`src/rtl/wide_add_sequencer.sv`:
```
// Splits one W-bit add into N-bit slices, issues them LSB-first to an external
// pipelined adder with carry chaining, and reassembles the W-bit sum.
module wide_add_sequencer #(
    parameter int unsigned W       = 32,
    parameter int unsigned N       = 8,
    parameter int unsigned SLICES  = W / N,
    parameter int unsigned TIMEOUT = 15
) (
    input  logic         clk,
    input  logic         resetn,
    input  logic         iValid,
    input  logic [W-1:0] iX,
    input  logic [W-1:0] iY,
    input  logic         iCarryIn,
    output logic         oAccept,
    output logic         oAddValid,
    output logic [N-1:0] oAddX,
    output logic [N-1:0] oAddY,
    output logic         oAddCarryIn,
    input  logic         iAddReady,
    input  logic [N-1:0] iAddZ,
    input  logic         iAddCarryOut,
    output logic [W-1:0] oZ,
    output logic         oCarryOut,
    output logic         oDone,
    output logic         oError
);

    localparam int unsigned KW = (SLICES > 1) ? $clog2(SLICES) : 1;
    localparam int unsigned CW = (TIMEOUT > 1) ? $clog2(TIMEOUT + 1) : 1;

    typedef enum logic [1:0] {StIdle, StIssue, StWait, StDone} state_t;

    state_t         state_q;
    logic [KW-1:0]  k_q;
    logic [CW-1:0]  cnt_q;
    // Operands shift right one slice per issue; the sum shifts in from the top.
    logic [W-1:0]   x_q;
    logic [W-1:0]   y_q;
    logic [W-1:0]   z_q;
    logic [W-1:0]   oz_q;
    logic [N-1:0]   add_x_q;
    logic [N-1:0]   add_y_q;
    logic           add_cin_q;
    logic           add_valid_q;
    logic           accept_q;
    logic           done_q;
    logic           error_q;
    logic           co_q;

    always_ff @(posedge clk or negedge resetn) begin
        if (!resetn) begin
            state_q     <= StIdle;
            k_q         <= '0;
            cnt_q       <= '0;
            x_q         <= '0;
            y_q         <= '0;
            z_q         <= '0;
            oz_q        <= '0;
            add_x_q     <= '0;
            add_y_q     <= '0;
            add_cin_q   <= 1'b0;
            add_valid_q <= 1'b0;
            accept_q    <= 1'b1;
            done_q      <= 1'b0;
            error_q     <= 1'b0;
            co_q        <= 1'b0;
        end else begin
            add_valid_q <= 1'b0;
            done_q      <= 1'b0;
            unique case (state_q)
                StIdle: begin
                    if (iValid) begin
                        x_q         <= iX >> N;
                        y_q         <= iY >> N;
                        add_x_q     <= iX[N-1:0];
                        add_y_q     <= iY[N-1:0];
                        add_cin_q   <= iCarryIn;
                        k_q         <= '0;
                        error_q     <= 1'b0;
                        accept_q    <= 1'b0;
                        add_valid_q <= 1'b1;
                        state_q     <= StIssue;
                    end
                end
                StIssue: begin
                    cnt_q   <= '0;
                    state_q <= StWait;
                end
                StWait: begin
                    if (iAddReady) begin
                        z_q       <= {iAddZ, z_q[W-1:N]};
                        add_cin_q <= iAddCarryOut;
                        if (k_q == KW'(SLICES - 1)) begin
                            oz_q    <= {iAddZ, z_q[W-1:N]};
                            co_q    <= iAddCarryOut;
                            done_q  <= 1'b1;
                            state_q <= StDone;
                        end else begin
                            k_q         <= k_q + 1'b1;
                            add_x_q     <= x_q[N-1:0];
                            add_y_q     <= y_q[N-1:0];
                            x_q         <= x_q >> N;
                            y_q         <= y_q >> N;
                            add_valid_q <= 1'b1;
                            state_q     <= StIssue;
                        end
                    end else if (cnt_q == CW'(TIMEOUT - 1)) begin
                        // Slice result never arrived: abandon, keep last good sum.
                        error_q  <= 1'b1;
                        accept_q <= 1'b1;
                        state_q  <= StIdle;
                    end else begin
                        cnt_q <= cnt_q + 1'b1;
                    end
                end
                StDone: begin
                    accept_q <= 1'b1;
                    state_q  <= StIdle;
                end
                default: begin
                    accept_q <= 1'b1;
                    state_q  <= StIdle;
                end
            endcase
        end
    end

    assign oAccept     = accept_q;
    assign oAddValid   = add_valid_q;
    assign oAddX       = add_x_q;
    assign oAddY       = add_y_q;
    assign oAddCarryIn = add_cin_q;
    assign oZ          = oz_q;
    assign oCarryOut   = co_q;
    assign oDone       = done_q;
    assign oError      = error_q;

endmodule

```
`config.mk`:
```
export PLATFORM = sky130hd
export DESIGN_NAME = wide_add_sequencer
export DESIGN_NICKNAME = d
export VERILOG_FILES = /design/src/rtl/wide_add_sequencer.sv
export SDC_FILE = /design/constraint.sdc
export NUM_CORES = 1
export LEC_CHECK = 0
export CORE_MARGIN = 2
export CORE_UTILIZATION = 55
export CTS_CLUSTER_SIZE = 28
export DETAILED_ROUTE_END_ITERATION = 8
export GPL_TIMING_DRIVEN = 0
export PLACE_DENSITY = 0.84
export SLEW_MARGIN = 25
export SYNTH_ARGS = -nofsm -noshare
export SYNTH_HDL_FRONTEND = slang
export SYNTH_SLANG_ARGS = --single-unit
```
`constraint.sdc`:
```
create_clock -name clk -period 5.1 [get_ports clk]
set_input_delay 1.53 -clock clk [delete_from_list [all_inputs] [get_ports clk]]
set_output_delay 1.53 -clock clk [all_outputs]
set_load 0.005 [all_outputs]
```
## After elaboration in Yosys (flattened, before gate mapping)

Index checks and enable logic that the tools add are counted.

| operators by class | value |
|---|---|
| $add $sub $neg | 2 |
| equality and inequality tests | 12 |
| mux-type cells | 43 |
| reductions and logical operators | 12 |

Operators with widths:

| cell | number |
|---|---|
| 32-bit 2-to-1 mux | 6 |
| 32-bit case mux with 2 select lines | 2 |
| 8-bit 2-to-1 mux | 6 |
| 8-bit case mux with 2 select lines | 2 |
| 2-bit 2-to-1 mux | 7 |
| 2-bit != test (second input constant) | 6 |
| 4-bit AND reduction | 3 |
| 1-bit 2-to-1 mux | 11 |
| 3-bit AND reduction | 3 |
| 4-bit 2-to-1 mux | 2 |
| 2-bit case mux with 4 select lines | 1 |
| 4-bit case mux with 2 select lines | 1 |
| 2-bit equality test (second input constant) | 3 |
| 1-bit case mux with 2 select lines | 3 |
| 4-bit by 1-bit adder with 4-bit output (second input constant) | 1 |
| 4-bit equality test (second input constant) | 1 |
| 2-bit case mux with 2 select lines | 1 |
| 2-bit AND reduction | 2 |
| 2-bit nonzero test | 2 |
| 3-bit != test (second input constant) | 1 |
| 1-bit case mux with 3 select lines | 1 |
| 3-bit nonzero test | 1 |
| 2-bit by 1-bit adder with 2-bit output (second input constant) | 1 |
| 2-bit by 1-bit equality test with 1-bit output (second input constant) | 1 |
| 2-bit logical NOT | 1 |

| storage, ports and cells | value |
|---|---|
| register bits | 158 |
| bits of input ports | 78 |
| output and inout bits | 54 |
| word-level logic and storage cells | 84 |

## Longest topological paths before layout

Gate-level depths: netlist (run 1).

| logic depth | value |
|---|---|
| depth after elaboration | 4 |
| gate-level depth with buffers | 6 |
| mapped depth without buffers | 5 |

## Worst setup path before layout (run 1)

Ideal clock, no wire load.

| path | value |
|---|---|
| kind | input to register |
| from | in iAddReady |
| to | reg co_q (netlist: oCarryOut) |
| setup time | 0.125 ns |
| data arrival time | 2.569 ns |
| required time | 4.975 ns |
| slack | 2.405 ns |
| stages | 6 |
| path buffers | 3 |
| path through | buf_2 and3b_1 buf_4 nand2_4 buf_6 mux2_4 |

| on the way | value |
|---|---|
| cells in the longest elaborated chain, start to end | 1 |

RTL lines:

| what | RTL line | RTL |
|---|---|---|
| start: declaration | 20 | `input logic iAddReady,` |
| 3-bit AND reduction (no line) | -- |  |
| end signal: assignment | 96 | `co_q <= iAddCarryOut;` |
| end: declaration | 49 | `logic co_q;` |

No other way between the ends.
A chain may end at the register's enable or synchronous reset.

## Worst setup path in the final report (run 1)

| path | value |
|---|---|
| from | reg accept_q (netlist: oAccept) |
| to | out oAccept |

RTL lines:

| what | RTL line | RTL |
|---|---|---|
| start: declaration | 46 | `logic accept_q;` |
| start signal: assignment | 64 | `accept_q <= 1'b1;` |
| start signal: assignment | 81 | `accept_q <= 1'b0;` |
| start signal: assignment | 111 | `accept_q <= 1'b1;` |
| end: declaration | 15 | `output logic oAccept,` |

No word-level cell between the ends.

==> results of run 1 <==
[sequential cells by signal, summed over array words and instances, names as in the netlist]
| name | count |
|---|---|
| x_q | 24 |
| oError | 1 |
| cnt_q | 4 |
| k_q | 2 |
| oAddX | 8 |
| y_q | 24 |
| oCarryOut | 1 |
| state_q | 2 |
| oAddCarryIn | 1 |
| oAddY | 8 |
| oAddValid | 1 |
| oDone | 1 |
| z_q | 24 |
| oZ | 32 |
| oAccept | 1 |
[area by class of cell]
| class | count | area share, % |
|---|---|---|
| plain buffers | 24 | 2.353 |
| clock buffers | 24 | 5.538 |
| clock inverters | 8 | 1.815 |
| inverters | 22 | 1.015 |
| multi-input cells | 230 | 29.36 |
| flip-flops and latches | 134 | 41.24 |
| well taps | 140 | 2.154 |
| repair buffers | 132 | 16.52 |
[how the worst max path moves through the flow]
stage | startpoint | end | slack (ps)
6_report | oAccept | oAccept | 2000
3_5_place_dp | iAddReady | z_q[16] | 1740
3_3_place_gp | resetn | oZ[26] | -2680
4_1_cts | oAccept | oAccept | 1980
2_1_floorplan | iAddReady | oCarryOut | 2410
5_1_grt | oAccept | oAccept | 1950
[per-layer routing]
layer  vias to the layer above  share of wire, %  track usage (%)  wire (um)
li1                       1744                 -                -          -
met1                      2028                42            31.76       5911
met2                       100                52            43.39       7316
met3                        16               4.4            6.028        620
met4                         0               1.3            8.059        187
met5                         -                 0                0          0
[cell families (layout without fill, tap and decap cells)]
kind of cell / after synthesis / in the layout / share of synthesized area (%)
AOI/OAI and AO/OA: 16 / 16 / 1.830
muxes: 173 / 173 / 33.81
DFF: 134 / 134 / 55.75
adders and majority gates: 4 / 4 / 0.7903
buffers and inverters: 46 / 210 / 4.554
and+or+nand+nor: 37 / 37 / 3.265
[Yosys cell counts]
cell type / instances
nor4b_1: 2
nor2b_1: 1
o21ai_0: 2
inv_1: 22
buf_6: 10
nand4bb_1: 1
o311ai_0: 3
buf_4: 4
a211oi_1: 1
mux2_1: 38
and3_1: 1
nor2_1: 2
ha_1: 3
dfstp_2: 1
nand2_1: 20
maj3_1: 1
nand2_4: 1
a31oi_1: 1
and3b_1: 1
o2bb2ai_1: 1
o211a_1: 1
o21ai_2: 1
nand4_1: 2
a22oi_1: 1
dfrtp_1: 133
clkbuf_1: 1
nand3_1: 1
nand2b_1: 4
a21oi_1: 5
and4b_1: 1
mux2_4: 29
mux2i_1: 18
mux2_2: 88
buf_2: 9
[metrics by stage]
step           total power (W)  instance area [sq um]  hold WS [ps]
2_1_floorplan         0.002872                   6017         457.3
3_5_place_dp          0.003604                   7536         473.8
6_report              0.004864                   8134         505.1
5_1_grt               0.005119                   8134         520.2
4_1_cts               0.004896                   8134         496.0
3_3_place_gp          0.003509                   7503         476.2
[power by group]
group | switching [W] | internal, W | total, W
Sequential | 0.000299 | 0.00156 | 0.00186
Combinational | 0.000666 | 0.00109 | 0.00176
Clock | 0.000441 | 0.000808 | 0.00125
Total | 0.00141 | 0.00346 | 0.00486
==> reports/metrics.cfg, run 1 <==
[outcome]
run_status=finished, final reports clean

[die]
die_width_um=108.6
pin_count=132
core-area_sq_um=10750
rows=38
dieArea_sq_um=11790
die_h_um=108.6
initial_utilization_pct=56.00

[finish]
layout-drive-gt1-share_pct=29.79
final_cells=714
multi_input_comb_area_sq_um=2389
fillers=683
final_util_pct=75.70
fin_nets=642
mostFrequentLayoutCell=dfrtp_1
insertedDiodeCount=0
seq_area_sq_um=3354
final_cell_mix=dfrtp_1 (133), clkdlybuf4s50_1 (130), mux2_2 (88)
syn2layout_area_growth_pct=35.18

[critical_path]
r2r-start=k_q[0]
arrival_ps=1570
slowest_delay_ps=550
critPathSlowestCell=dfstp_2
critPathBufInv=1
rrSetupSlack_ps=3050
start_kind=register
worstRegToRegCells=6
endpoint_kind=output port
path_depth=1
crit_type=register to output port
worstPathRequired_ps=3570
cp_top_family=flip-flops
r2r_end=x_q[14]
path_cells=clkdlybuf4s50_1
crit_path_max_fanout=3

[global_routing]
grt_pass1_vias=4256
grtUsageTotal_pct=25.31
antenna_found_initial=0
grt_first_pass_wirelength_um=22090
grt_max_degree=69
grt.overflow.total=0

[sta]
layout_setup_ws_ps=2001
tightestPinTransition_ps=531.7
setup_viol=0
fin_tns_setup_ps=0
rsz0062_at_grt=no
period_share_pct=60.76
clock_skew_ps=7.936
fmax_mhz=322.7
timing.final.crit_period_ps=3099
slew_violations=0
relSlewSlack_pct=64.55
finalHoldViolations=0

[yosys]
syn_nets=491
yosys.area.top_type_share_pct=55.31
yosysSeqAreaShare_pct=55.75
synth.yosys.warnings=0
synth.distinct_cells=34
synth_area_sq_um=6017
avgSynthCellArea_sq_um=14.68
synth_area_leaders=dfrtp_1 (55%), mux2_2 (16%), mux2_4 (7.2%)
ys_ff_latch=134
synth.largest_area_cell=dfrtp_1
synthCells=410

[detailed_routing]
drc_errors=0
drtIter0Drc=175
ant_nets=0
first_pass_iters=4
drt_wl_total_um=14040
viasPerCell=5.445
post_drt_wl_per_cell_um=19.66
num_vias=3888

[clock_network]
path_clk_slew_ps=60
cts_setup_buffers=0
ctsHoldBuffers=0
clockBufferDepth=2
cts_sinks=134
htree_levels=4
clk_latency_ps=520
cts.repair.resized=0
cts_tree=done
cts_root_buf=clkbuf_8
cts_buffers=17

[min_path]
min_from=y_q[3]
hp-class=register to register
holdPathEnd=y_q[3]
min_path_cells=1

[power]
peakVddDrop_mv=0.3185
pwr_density_cell_nw_per_um2=598.0
p_leak_nw=3.728

[placed_design]
placed_cells=682
gp_congestion=0.8228
portBuffers=131
hpwl_um=9345
place_worst_setup_slack_ps=1744

[run]
maxCapViolations=0

Note: power is estimated with default switching activity, not from simulation.
==> run 2, diff against run 1 <==
Settings changed: CORE_UTILIZATION 55 to 46, PLACE_DENSITY 0.84 to 0.75.
Clock period 5.1 ns to 2.65 ns, I/O delays scaled along.
==> run 2 against run 1 <==
Cell area rose by 0.69%; power is 91% higher; clock power grew 94%; global-route usage is 4.9 points lower; first-iteration DRC count is 16% higher; die area increased by 19%; critical path depth increased by 5; count of clock-buffer cells in the layout is 6 lower; combinational power grew 89%; critical endpoint is now z_q[20]; highest routed layer unchanged.
==> reports/metrics.cfg, run 2 (synthesis gave the netlist of run 1 again) <==
[clock_network]
clockBufferDepth=2  ; unchanged
cts_buffers=17  ; unchanged
path_clk_slew_ps=60  ; about the same
ctsHoldBuffers=0  ; unchanged
cts_sinks=134  ; unchanged
cts_tree=done  ; unchanged
cts_setup_buffers=0  ; unchanged
clk_latency_ps=420  ; was 520 ps
htree_levels=4  ; unchanged
cts_root_buf=clkbuf_16  ; was clkbuf_8
cts.repair.resized=0  ; unchanged

[global_routing]
antenna_found_initial=0  ; unchanged
grt_max_degree=71  ; was 69
grtUsageTotal_pct=20.44  ; was 25.31%
top_usage_layer=met2  ; unchanged
met1_usage_pct=25.99  ; was 31.76%
grt.overflow.total=0  ; unchanged
use_met3_pct=8.205  ; was 6.028%
grt_first_pass_wirelength_um=22130  ; was 22090 um
grt_pass1_vias=4065  ; was 4256
use_met2_pct=32.37  ; was 43.39%

[die]
die_h_um=118.4  ; was 108.6 um
dieArea_sq_um=14010  ; was 11790 sq um
pin_count=132  ; unchanged
die_width_um=118.4  ; was 108.6 um
rows=41  ; was 38
initial_utilization_pct=47.49  ; was 56.00%
core-area_sq_um=12670  ; was 10750 sq um

[finish]
seq_area_sq_um=3354  ; unchanged
mostFrequentLayoutCell=dfrtp_1  ; unchanged
layout-drive-gt1-share_pct=30.72  ; was 29.79%
fillers=972  ; was 683
insertedDiodeCount=0  ; unchanged
final_cell_mix=dfrtp_1 (133), clkdlybuf4s50_1 (130), mux2_2 (88)  ; unchanged
multi_input_comb_area_sq_um=2389  ; unchanged
syn2layout_area_growth_pct=36.12  ; was 35.18%
fin_nets=642  ; unchanged
largest_register_ffs=32  ; unchanged
design_area_sq_um=8190  ; was 8134 sq um

[outcome]
run_status=finished, final reports clean  ; unchanged

[critical_path]
r2r_end=x_q[8]  ; was x_q[14]
rrSetupSlack_ps=700  ; was 3050 ps
path_cells=clkdlybuf4s50_1 > buf_2 > and3b_1 > buf_4 > buf_2 > mux2_2  ; was clkdlybuf4s50_1
arrival_ps=2590  ; was 1570 ps
crit_type=input port to register  ; was register to output port
slowest_delay_ps=540  ; was 550 ps
r2r-start=k_q[0]  ; unchanged
start_kind=input port  ; was register
worstPathRequired_ps=2950  ; was 3570 ps
worstRegToRegCells=6  ; unchanged
critPathSlowestCell=clkdlybuf4s50_1  ; was dfstp_2
crit_top_cell=buf_2
crit_path_max_fanout=10  ; was 3
endpoint_kind=register  ; was output port

[power]
pwr_density_cell_nw_per_um2=1133  ; was 598.0 nW/um^2
clockPowerShare_pct=26.1  ; was 25.7%
p_sw_share_pct=28.81  ; was 28.91%
peakVddDrop_mv=0.6202  ; was 0.3185 mV
combPwrFrac_pct=35.9  ; was 36.2%
p_switching_w=0.002675  ; was 0.001406 W
p_leak_nw=3.730  ; was 3.728 nW
p_seq_share_pct=38.0  ; was 38.2%
p_int_w=0.006608  ; was 0.003458 W

[detailed_routing]
drt_wl_total_um=13360  ; was 14040 um
first_pass_iters=4  ; unchanged
post_drt_wl_per_cell_um=17.94  ; was 19.66 um
ant_nets=0  ; unchanged
drc_errors=0  ; unchanged
drtIter0Drc=203  ; was 175
viasPerCell=5.001  ; was 5.445
num_vias=3726  ; was 3888

[sta]
finalHoldViolations=0  ; unchanged
fin_tns_setup_ps=0  ; unchanged
timing.final.crit_period_ps=2290
layout_setup_ws_ps=359.9  ; was 2001 ps
setup_viol=0  ; unchanged
tightestPinTransition_ps=506.1  ; was 531.7 ps
relSlewSlack_pct=66.26  ; was 64.55%
fmax_mhz=436.7
period_share_pct=86.42
rsz0062_at_grt=no  ; unchanged
clock_skew_ps=9.498  ; was 7.936 ps
slew_violations=0  ; unchanged

[placed_design]
place_area_sq_um=7576  ; was 7536 sq um
portBuffers=131  ; unchanged
place_worst_setup_slack_ps=-54.88  ; was 1744 ps
hpwl_um=9334  ; was 9345 um
gp_congestion=0.7427  ; was 0.8228

[min_path]
hp-class=input port to async pin  ; was register to register

[run]
maxCapViolations=0  ; unchanged

-- run 2: worst max-delay path by stage --
stage          slack [ps]       from  depth (start not counted)   endpoint
2_1_floorplan         690  iAddReady                          6  oCarryOut
3_3_place_gp        -4510     resetn                          1     oZ[22]
3_5_place_dp          -50  iAddReady                          6    z_q[20]
4_1_cts               350    oAccept                          1    oAccept
5_1_grt               330    oAccept                          1    oAccept
6_report              360  iAddReady                          6    z_q[20]
-- run 2: power groups by stage --
stage | logic (W) | registers (W) | clock network [W]
CTS | 0.00339 | 0.00354 | 0.00246
global route | 0.00362 | 0.00366 | 0.00257
detailed placement | 0.00338 | 0.00356 | 0
finish | 0.00333 | 0.00353 | 0.00242
global placement | 0.00327 | 0.00351 | 0
floorplan | 0.00209 | 0.00344 | 0
-- run 2: area by class of cell --
type | count | area share [%]
plain buffers | 24 | 2.337
clock buffers | 18 | 5.362
clock inverters | 13 | 2.139
inverters | 22 | 1.008
multi-input cells | 230 | 29.16
flip-flops and latches | 134 | 40.96
well taps | 172 | 2.628
repair buffers | 132 | 16.41
-- run 2: per-layer routing --
metal	share of wire, %	up-vias	wire [um]
met5	0	-	0
met4	0.95	0	127
met3	7.2	11	958
met2	48	97	6427
met1	44	1873	5849
li1	-	1745	-
-- run 2: worst max-delay path: cells and delay by family --
kind / cells / cell delay (ps)
buf+inv: 4 / 1240
mux: 1 / 380
simple gates: 1 / 180
-- run 2: metrics by stage --
step / power [W] / hold slack (ps) / utilization, % / instances
after floorplan: 0.005527 / 457.3 / - / 410
after global placement: 0.006786 / 476.1 / 59.53 / 713
after detailed placement: 0.006936 / 479.1 / 59.79 / 714
after CTS: 0.009397 / 332.8 / 64.64 / 745
after global routing: 0.009847 / 352.5 / 64.64 / 745
final: 0.009283 / 318.1 / 64.64 / 745
